==> config.mk <==
export PLATFORM = sky130hd
export DESIGN_NAME = rf_wb_sequencer_flat
export DESIGN_NICKNAME = d
export VERILOG_FILES = /design/src/rtl/rf_wb_sequencer_pkg.sv /design/src/rtl/rf_wb_sequencer_if.sv /design/src/rtl/rf_wb_sequencer_hazard_cmp.sv /design/src/rtl/rf_wb_sequencer.sv /design/src/flat_wrapper.sv
export SDC_FILE = /design/constraint.sdc
export NUM_CORES = 1
export LEC_CHECK = 0
export CAP_MARGIN = 20
export CORE_ASPECT_RATIO = 2
export CORE_MARGIN = 2
export CORE_UTILIZATION = 30
export DETAILED_ROUTE_END_ITERATION = 6
export HOLD_SLACK_MARGIN = 0.02
export PLACE_DENSITY = 0.57
export SLEW_MARGIN = 20
export SYNTH_ARGS = -nofsm -noshare
export SYNTH_HDL_FRONTEND = slang
export SYNTH_SLANG_ARGS = --single-unit
==> constraint.sdc <==
create_clock -name clk -period 2.29 [get_ports clk]
set_input_delay 0.458 -clock clk [delete_from_list [all_inputs] [get_ports clk]]
set_output_delay 0.458 -clock clk [all_outputs]
set_load 0.01 [all_outputs]
==> src/rtl/rf_wb_sequencer_pkg.sv <==
// rf_pkg: shared widths, PC address, sequencer state encoding and write-back holding buffer type
package rf_pkg;
  localparam int ADDR_W = 4;
  localparam int DATA_W = 32;
  localparam logic [ADDR_W-1:0] PC_REG = 4'd15;
  typedef enum logic [1:0] {IDLE, WR32, WR_LO, WR_HI} state_t;
  typedef struct packed {
    logic [ADDR_W-1:0] wa_lo;
    logic [ADDR_W-1:0] wa_hi;
    logic [DATA_W-1:0] wd_hi;
  } hold_t;
endpackage

==> src/rtl/rf_wb_sequencer_if.sv <==
// rf_wb_sequencer_if: write-back request handshake (valid/ready, long flag, lo/hi address and data); master = controller, slave = sequencer
interface rf_wb_sequencer_if;
  import rf_pkg::*;
  logic wb_valid;
  logic wb_ready;
  logic wb_long;
  logic [ADDR_W-1:0] wb_wa_lo;
  logic [ADDR_W-1:0] wb_wa_hi;
  logic [DATA_W-1:0] wb_wd_lo;
  logic [DATA_W-1:0] wb_wd_hi;
  modport master(output wb_valid, wb_long, wb_wa_lo, wb_wa_hi, wb_wd_lo, wb_wd_hi, input wb_ready);
  modport slave(input wb_valid, wb_long, wb_wa_lo, wb_wa_hi, wb_wd_lo, wb_wd_hi, output wb_ready);
endinterface

==> src/rtl/rf_wb_sequencer_hazard_cmp.sv <==
// rf_hazard_cmp: flags ra1/ra2 matching either valid pending address (a0/v0, a1/v1); reads of PC_REG never hazard
module rf_hazard_cmp
  import rf_pkg::*;
(
  input  logic [ADDR_W-1:0] ra1,
  input  logic [ADDR_W-1:0] ra2,
  input  logic [ADDR_W-1:0] a0,
  input  logic [ADDR_W-1:0] a1,
  input  logic              v0,
  input  logic              v1,
  output logic              hazard
);
  function automatic logic hit(input logic [ADDR_W-1:0] ra);
    return ra != PC_REG && ((v0 && ra == a0) || (v1 && ra == a1));
  endfunction
  assign hazard = hit(ra1) || hit(ra2);
endmodule

==> src/rtl/rf_wb_sequencer.sv <==
// rf_wb_sequencer: serialises short/long write-back requests onto the regfile write port; ports: clk, reset (sync active-low), wb (request slave), ra1/ra2 (hazard probes), rf_* (write port), pc_we/pc_wd (R15 redirect), hazard, busy
module rf_wb_sequencer
  import rf_pkg::*;
(
  input  logic              clk,
  input  logic              reset,
  rf_wb_sequencer_if.slave  wb,
  input  logic [ADDR_W-1:0] ra1,
  input  logic [ADDR_W-1:0] ra2,
  output logic              rf_we3,
  output logic              rf_w_64,
  output logic [ADDR_W-1:0] rf_wa3_32,
  output logic [ADDR_W-1:0] rf_wa3_64,
  output logic [DATA_W-1:0] rf_wd3_32,
  output logic [DATA_W-1:0] rf_wd3_64,
  output logic              pc_we,
  output logic [DATA_W-1:0] pc_wd,
  output logic              hazard,
  output logic              busy
);
  state_t state;
  hold_t  hold;
  logic   accept;
  assign wb.wb_ready = state != WR_LO;
  assign accept = wb.wb_valid && wb.wb_ready;
  assign busy = state != IDLE;
  rf_hazard_cmp u_hazard (
    .ra1(ra1), .ra2(ra2),
    .a0(hold.wa_lo), .v0(state == WR32 || state == WR_LO),
    .a1(hold.wa_hi), .v1(state == WR_LO || state == WR_HI),
    .hazard(hazard)
  );
  // The lo half is driven straight from the accepted request so its strobe is
  // visible in the cycle after acceptance; only the hi half comes from the buffer.
  always_ff @(posedge clk) begin
    if (!reset) begin
      state <= IDLE;
      hold <= '0;
      rf_we3 <= 1'b0;
      rf_w_64 <= 1'b0;
      rf_wa3_32 <= '0;
      rf_wa3_64 <= '0;
      rf_wd3_32 <= '0;
      rf_wd3_64 <= '0;
      pc_we <= 1'b0;
      pc_wd <= '0;
    end else begin
      rf_we3 <= 1'b0;
      pc_we <= 1'b0;
      if (accept) begin
        hold <= '{wa_lo: wb.wb_wa_lo, wa_hi: wb.wb_wa_hi, wd_hi: wb.wb_wd_hi};
        state <= wb.wb_long ? WR_LO : WR32;
        rf_w_64 <= 1'b0;
        if (wb.wb_wa_lo == PC_REG) begin
          pc_we <= 1'b1;
          pc_wd <= wb.wb_wd_lo;
        end else begin
          rf_we3 <= 1'b1;
          rf_wa3_32 <= wb.wb_wa_lo;
          rf_wd3_32 <= wb.wb_wd_lo;
        end
      end else if (state == WR_LO) begin
        state <= WR_HI;
        rf_w_64 <= 1'b1;
        if (hold.wa_hi == PC_REG) begin
          pc_we <= 1'b1;
          pc_wd <= hold.wd_hi;
        end else begin
          rf_we3 <= 1'b1;
          rf_wa3_64 <= hold.wa_hi;
          rf_wd3_64 <= hold.wd_hi;
        end
      end else begin
        state <= IDLE;
      end
    end
  end
endmodule

==> src/flat_wrapper.sv <==
// flat-port wrapper written by rule: the top's interface ports become plain ports
module rf_wb_sequencer_flat import rf_pkg::*;
  (clk, reset, ra1, ra2, rf_we3, rf_w_64, rf_wa3_32, rf_wa3_64, rf_wd3_32, rf_wd3_64, pc_we, pc_wd, hazard, busy, wb_wb_valid, wb_wb_long, wb_wb_wa_lo, wb_wb_wa_hi, wb_wb_wd_lo, wb_wb_wd_hi, wb_wb_ready);
  rf_wb_sequencer_if wb_i ();
  input  logic clk;
  input  logic reset;
  input  logic [ADDR_W-1:0] ra1;
  input  logic [ADDR_W-1:0] ra2;
  output logic rf_we3;
  output logic rf_w_64;
  output logic [ADDR_W-1:0] rf_wa3_32;
  output logic [ADDR_W-1:0] rf_wa3_64;
  output logic [DATA_W-1:0] rf_wd3_32;
  output logic [DATA_W-1:0] rf_wd3_64;
  output logic pc_we;
  output logic [DATA_W-1:0] pc_wd;
  output logic hazard;
  output logic busy;
  input wire logic [$bits(wb_i.wb_valid)-1:0] wb_wb_valid;
  input wire logic [$bits(wb_i.wb_long)-1:0] wb_wb_long;
  input wire logic [$bits(wb_i.wb_wa_lo)-1:0] wb_wb_wa_lo;
  input wire logic [$bits(wb_i.wb_wa_hi)-1:0] wb_wb_wa_hi;
  input wire logic [$bits(wb_i.wb_wd_lo)-1:0] wb_wb_wd_lo;
  input wire logic [$bits(wb_i.wb_wd_hi)-1:0] wb_wb_wd_hi;
  output wire logic [$bits(wb_i.wb_ready)-1:0] wb_wb_ready;
  assign wb_i.wb_valid = wb_wb_valid;
  assign wb_i.wb_long = wb_wb_long;
  assign wb_i.wb_wa_lo = wb_wb_wa_lo;
  assign wb_i.wb_wa_hi = wb_wb_wa_hi;
  assign wb_i.wb_wd_lo = wb_wb_wd_lo;
  assign wb_i.wb_wd_hi = wb_wb_wd_hi;
  assign wb_wb_ready = wb_i.wb_ready;
  rf_wb_sequencer u_core (.clk(clk), .reset(reset), .wb(wb_i), .ra1(ra1), .ra2(ra2), .rf_we3(rf_we3), .rf_w_64(rf_w_64), .rf_wa3_32(rf_wa3_32), .rf_wa3_64(rf_wa3_64), .rf_wd3_32(rf_wd3_32), .rf_wd3_64(rf_wd3_64), .pc_we(pc_we), .pc_wd(pc_wd), .hazard(hazard), .busy(busy));
endmodule
-- Yosys cells after proc, flatten, opt, wreduce, memory -nomap -nowiden
Cells that the tools add are included.
- bits in registers: 149
- memories: 0
- output and inout port bits: 110
- memory bits (writable): 0
- input port bits: 84
- latch bits: 0
- logic and storage cells: 63
- memory bits (read-only): 0
- reduce and logical (&&, ||, !) cells: 19
- add/sub/neg operators: 0
- multiplexer cells: 15
- bitwise gates (word level): 4
- divide/modulo/power cells: 0
- $lt $le $gt $ge: 0
- shift operators: 0
- multiply operators: 0
- equality and inequality tests: 13
- operators with widths (cell ; count):
    32-bit two-way mux ; 4
    4-bit equality test ; 4
    4-bit equality test, second input constant ; 2
    1-bit two-way mux ; 8
    4-bit != test, second input constant ; 2
    1-bit logical AND ; 7
    2-bit two-way mux ; 3
    3-bit AND reduction ; 2
    2-bit nonzero test ; 3
    1-bit logical OR ; 5
    2-bit equality test, second input constant ; 2
    2-bit != test, second input constant ; 2
    1-bit NOT ; 4
    2-bit by 1-bit equality test with 1-bit output, second input constant ; 1
    2-bit AND reduction ; 1
    2-bit OR reduction ; 1

-- Longest topological paths before layout
- word-level depth: 6
- mapped depth: 9
- mapped depth without buffers: 6

-- Cells and area by module
From an unflattened synthesis, not the netlist that was laid out.
- cells, all modules: 702
- area, all modules: 6140.9 um2
- modules (own cells, without submodules) (module ; cells an instance ; times used ; area each (um2)):
    rf_wb_sequencer ; 670 ; 1 ; 5926.9
    rf_hazard_cmp ; 32 ; 1 ; 214.0

-- Worst setup path after synthesis
Ideal clock, no wire load.
- kind: reg2out
- start point: reg u_core.state[0]
- end point: out hazard
- arrival time: 1.286 ns
- buffers on the path: 1
- stages on the path, launching flop included: 8
- setup slack: 0.546 ns
- cells stage by stage: dfxtp_1 > inv_1 > ha_1 > buf_2 > nor2_1 > nor4_1 > o21ai_0 > nand4_1
- word-level cells in the longest chain between the ends: 6
- elaborated cells on any way between the ends: 14
- classes of those cells: eq/ne: 3; reduce/logical: 11
- RTL lines (element ; RTL line ; text):
    start, declared ; rf_wb_sequencer.sv:21 ; state_t state;
    start signal, assigned ; rf_wb_sequencer.sv:52 ; state <= wb.wb_long ? WR_LO : WR32;
    2-bit by 1-bit equality test with 1-bit output (tied with other cells) ; rf_wb_sequencer.sv:29 ; .a0(hold.wa_lo), .v0(state == WR32 || state == WR_LO),
    1-bit logical OR, on equally long branches ; rf_wb_sequencer.sv:29, rf_wb_sequencer.sv:30 ;
    1-bit logical AND ; rf_wb_sequencer_hazard_cmp.sv:14 ; return ra != PC_REG && ((v0 && ra == a0) || (v1 && ra == a1));
    1-bit logical OR ; rf_wb_sequencer_hazard_cmp.sv:14 ;
    1-bit logical AND ; rf_wb_sequencer_hazard_cmp.sv:14 ;
    1-bit logical OR (*) ; rf_wb_sequencer_hazard_cmp.sv:16 ; assign hazard = hit(ra1) || hit(ra2);
    end, declared ; flat_wrapper.sv:17 ; output logic hazard;
Every way passes the cells marked *; elsewhere a longest branch is shown, timed or not.

-- Final worst setup path
- start point: in ra1[1]
- end point: out hazard
- word-level cells in the longest chain between the ends: 5
- elaborated cells on any way between the ends: 8
- classes of those cells: eq/ne: 3; reduce/logical: 5
- RTL lines (element ; RTL line ; text):
    start, declared ; flat_wrapper.sv:7 ; input logic [ADDR_W-1:0] ra1;
    4-bit equality test ; rf_wb_sequencer_hazard_cmp.sv:14 ;
    1-bit logical AND ; rf_wb_sequencer_hazard_cmp.sv:14 ;
    1-bit logical OR ; rf_wb_sequencer_hazard_cmp.sv:14 ;
    1-bit logical AND (*) ; rf_wb_sequencer_hazard_cmp.sv:14 ;
    1-bit logical OR (*) ; rf_wb_sequencer_hazard_cmp.sv:16 ;
Marked as above.

==> impl_metrics.json <==
{
  "outcome": "completed",
  "numPortBuffers": 193,
  "cell_with_the_most_instances_after_synthesis": "nand2_1",
  "netlist_top_cells_count": "nand2_1, dfxtp_1, a21boi_0",
  "clock_tree.root_cell": "clkbuf_16",
  "synthToLayoutAreaGrowth_pct": 45.9,
  "tritoncts_buffer_count": 17,
  "final_cells": 1181,
  "die_x_um": 106,
  "post_synth_and_or_nand_nor_area_fraction": 0.180,
  "grt_pass1_wl_um": 31700,
  "postSynthCellCount": 718,
  "critical_path.n_buffers_inverters": 2,
  "p_leak_uw": 0.00384,
  "yosys.area_share.xor_xnor": 0.0168,
  "cellPowerDensity_nw_per_um2": 736,
  "holdCritPathClass": "reg2reg",
  "detail_route.first_pass.iterations": 5,
  "synth_top_cell_by_area": "dfxtp_1",
  "synth_enable_flop_cells": 0,
  "worst_ep_arrival_time_ns": 1.76,
  "final.period_utilization": 0.969,
  "route.detailed.wl_per_inst_um": 17.4,
  "ys_async_sr_fraction": 0,
  "maxClockFrequency_mhz": 451,
  "grt_antenna_before_repair": 2,
  "rsz0062_at_grt": "false",
  "setup.worst_path.end_class": "output pin",
  "yosys.area_share.adder": 0.00601,
  "dieHeight_um": 208,
  "main_combinational_cell_family_by_area_after_synthesis": "compound AO/OA/AOI/OAI gates",
  "synthMuxAreaShare": 0,
  "finalCriticalPeriod_ns": 2.22,
  "detailedRoute.firstIterationViolations": 187,
  "fin_skew_ns": 0.00551,
  "final_max_slew_viol_count": 0,
  "std_cell_rows": 74,
  "grt.met1_usage": 0.194,
  "clock_path_buffers": 2,
  "floorplan.die_area_um2": 22100,
  "synth_area_in_compound_gates": 0.248,
  "worst_pin_slew_ns": 0.614,
  "dp_hpwl_um": 14200,
  "total_of_flip_flops_plus_latches_after_synthesis": 149,
  "critPathMaxFanout": 3,
  "timing.critical_path.required_ns": 1.83,
  "initial_utilization": 0.305,
  "report.final.hold_viol_count": 0,
  "ioPinCount": 194,
  "via_count_of_the_first_global_routing_pass": 5696,
  "finish.net_count": 987,
  "slew-limit-headroom": 0.590,
  "drt_drc_violations_left": 0,
  "drive_above_1_share": 0.123,
  "grt_start_max_net_pins": 60,
  "count_of_vias_placed_by_the_detailed_router": 5660,
  "crit_type": "in2out",
  "placedCellCount": 1147,
  "critical_path.top_delay_family": "buffers and inverters",
  "htree_num_levels": 4,
  "worst_skew_pair.late_latency_ns": 0.42,
  "antenna_left": 0,
  "cts.clk_slew.worst_paths_ns": 0.06,
  "yosys.area.top_type_share": 0.477,
  "average_instance_area_after_synthesis_um2": 8.70,
  "totalWireLength_um": 20500,
  "startpoint_type": "input port",
  "post_synth_num_cell_types": 32,
  "global_route.usage.total": 0.188,
  "synth_area_leaders": "dfxtp_1, nand2_1, a21boi_0",
  "gp_routability_congestion": 0.813,
  "cell_with_the_largest_stage_delay_on_the_worst_path": "clkdlybuf4s50_1",
  "grtUsageMet3": 0.0382,
  "post_synthesis_cell_area_um2": 6250,
  "drv.max_cap_violation_count": 0,
  "cpPeakStageDelay_ns": 0.52,
  "setup_tns_ns": 0,
  "path_cells": "clkdlybuf4s50_1 > nand3_1 > and3_1 > o2111ai_2 > nand4_1 > buf_2",
  "post_cts_hold_buffer_count": 0,
  "synth_ff_type": "dfxtp_1",
  "core_region_area_um2": 20500,
  "cts_tree": "built",
  "grt.busiest_layer": "met2",
  "cts_sinks": 149,
  "ir_worst_vdd_v": 0.000417,
  "met2_track_utilization_from_global_routing": 0.356,
  "finalSetupViolCount": 0,
  "mappedNetlistNets": 805,
  "synth_warnings": 0,
  "grt_overflow_total": 0,
  "part_of_the_yosys_area_used_for_sequential_elements": 0.477,
  "detail_route.vias_per_cell": 4.79
}
[timing repair]
action,in CTS,in global routing
pin swaps,1,0
buffers inserted,0,0
resized for setup,10,1
endpoints found under the setup margin,2,1
[worst paths after layout]
check	startpoint	to	slack [ns]	cells past startpoint
worst max register to register	u_core.state[0]	u_core.pc_wd[14]	0.35	6
worst min register to register	u_core.rf_wd3_32[17]	u_core.rf_wd3_32[17]	0.45	2
worst max-delay path	ra1[1]	hazard	0.07	6
worst min-delay path	u_core.rf_wd3_32[17]	u_core.rf_wd3_32[17]	0.45	2
[through the flow]
| step | hold WS (ns) | power, uW | instance area, um2 | utilization | setup slack, ns |
|---|---|---|---|---|---|
| 2_1_floorplan | 0.441 | 3370 | 6250 | - | 0.546 |
| 4_1_cts | 0.453 | 6790 | 9100 | 0.445 | 0.0341 |
| 3_3_place_gp | 0.440 | 3930 | 8500 | 0.416 | -0.354 |
| 3_5_place_dp | 0.444 | 3940 | 8500 | 0.416 | -0.335 |
| 6_report | 0.451 | 6700 | 9110 | 0.445 | 0.0715 |
| 5_1_grt | 0.481 | 6970 | 9110 | 0.445 | 0.0106 |
[cell type report]
class	count	area, um2
fill	2086	11300
tap	266	333
clock buffer	21	470
sequential	149	2980
multi-input combinational	474	2840
timing repair buffer	222	2220
inverter	36	135
clock inverter	11	124
antenna	2	5.00
[power by group]
group | internal [uW] | total [uW] | switching (uW)
registers | 2740 | 2830 | 86.8
clock network | 1690 | 2840 | 1140
logic | 543 | 1040 | 496
[state kept, by name, summed over array words and instances (netlist names)]
register / cells
u_core.hold: 40
u_core.pc_wd: 32
u_core.pc_we: 1
u_core.rf_w_64: 1
u_core.rf_wa3_32: 4
u_core.rf_wa3_64: 4
u_core.rf_wd3_32: 32
u_core.rf_wd3_64: 32
u_core.rf_we3: 1
u_core.state: 2
[per-layer routing]
layer / vias to the layer above / share of wire / wire length (um)
met4: 0 / 0.024 / 488
met3: 23 / 0.035 / 727
met5: - / 0 / 0
met2: 141 / 0.56 / 11500
li1: 2788 / - / -
met1: 2708 / 0.38 / 7810
[worst reg2reg max path, stage by stage, from the launching register on]
cell	delay (ns)
dfxtp_1	0.33
inv_1	0.07
ha_2	0.20
buf_12	0.18
and2_2	0.33
nor2_8	0.54
o211a_1	0.23
[cells in the final DEF (no fill, tap or decap), types with 2 or more instances in the layout]
master           Yosys  layout
clkbuf_8             0       3
nor4_1               2       2
a21boi_1            30      30
dfxtp_1            149     149
bufinv_16            0       2
o221a_2              6       6
a31oi_1              2       2
buf_4                7      23
and3_1               2       2
ha_1                 3       2
buf_2               22       2
inv_1               36      36
o211a_1             32      32
nand2_1            215     214
xor2_1              10      10
clkinv_2             0       3
clkdlybuf4s50_1      0     187
nor2_1               7       7
nand3_1             33      33
diode_2              0       2
nand4_1              2       2
xnor2_1              2       2
clkinvlp_4           0       3
clkbuf_16            0      17
buf_12               0       7
inv_6                0       2
a21boi_0            79      79
o21ai_0              2       2
nand2b_2             0       2
a31o_2              32      32
dlygate4sd2_1        0       3
nand2b_1             4       2
[cells by family after synthesis]
| group | after synthesis |
|---|---|
| compound gates | 187 |
| xor+xnor | 12 |
| fa+ha+maj | 3 |
| buf+inv | 95 |
| flops | 149 |
| simple gates | 272 |
(Power assumes the default switching activity.)
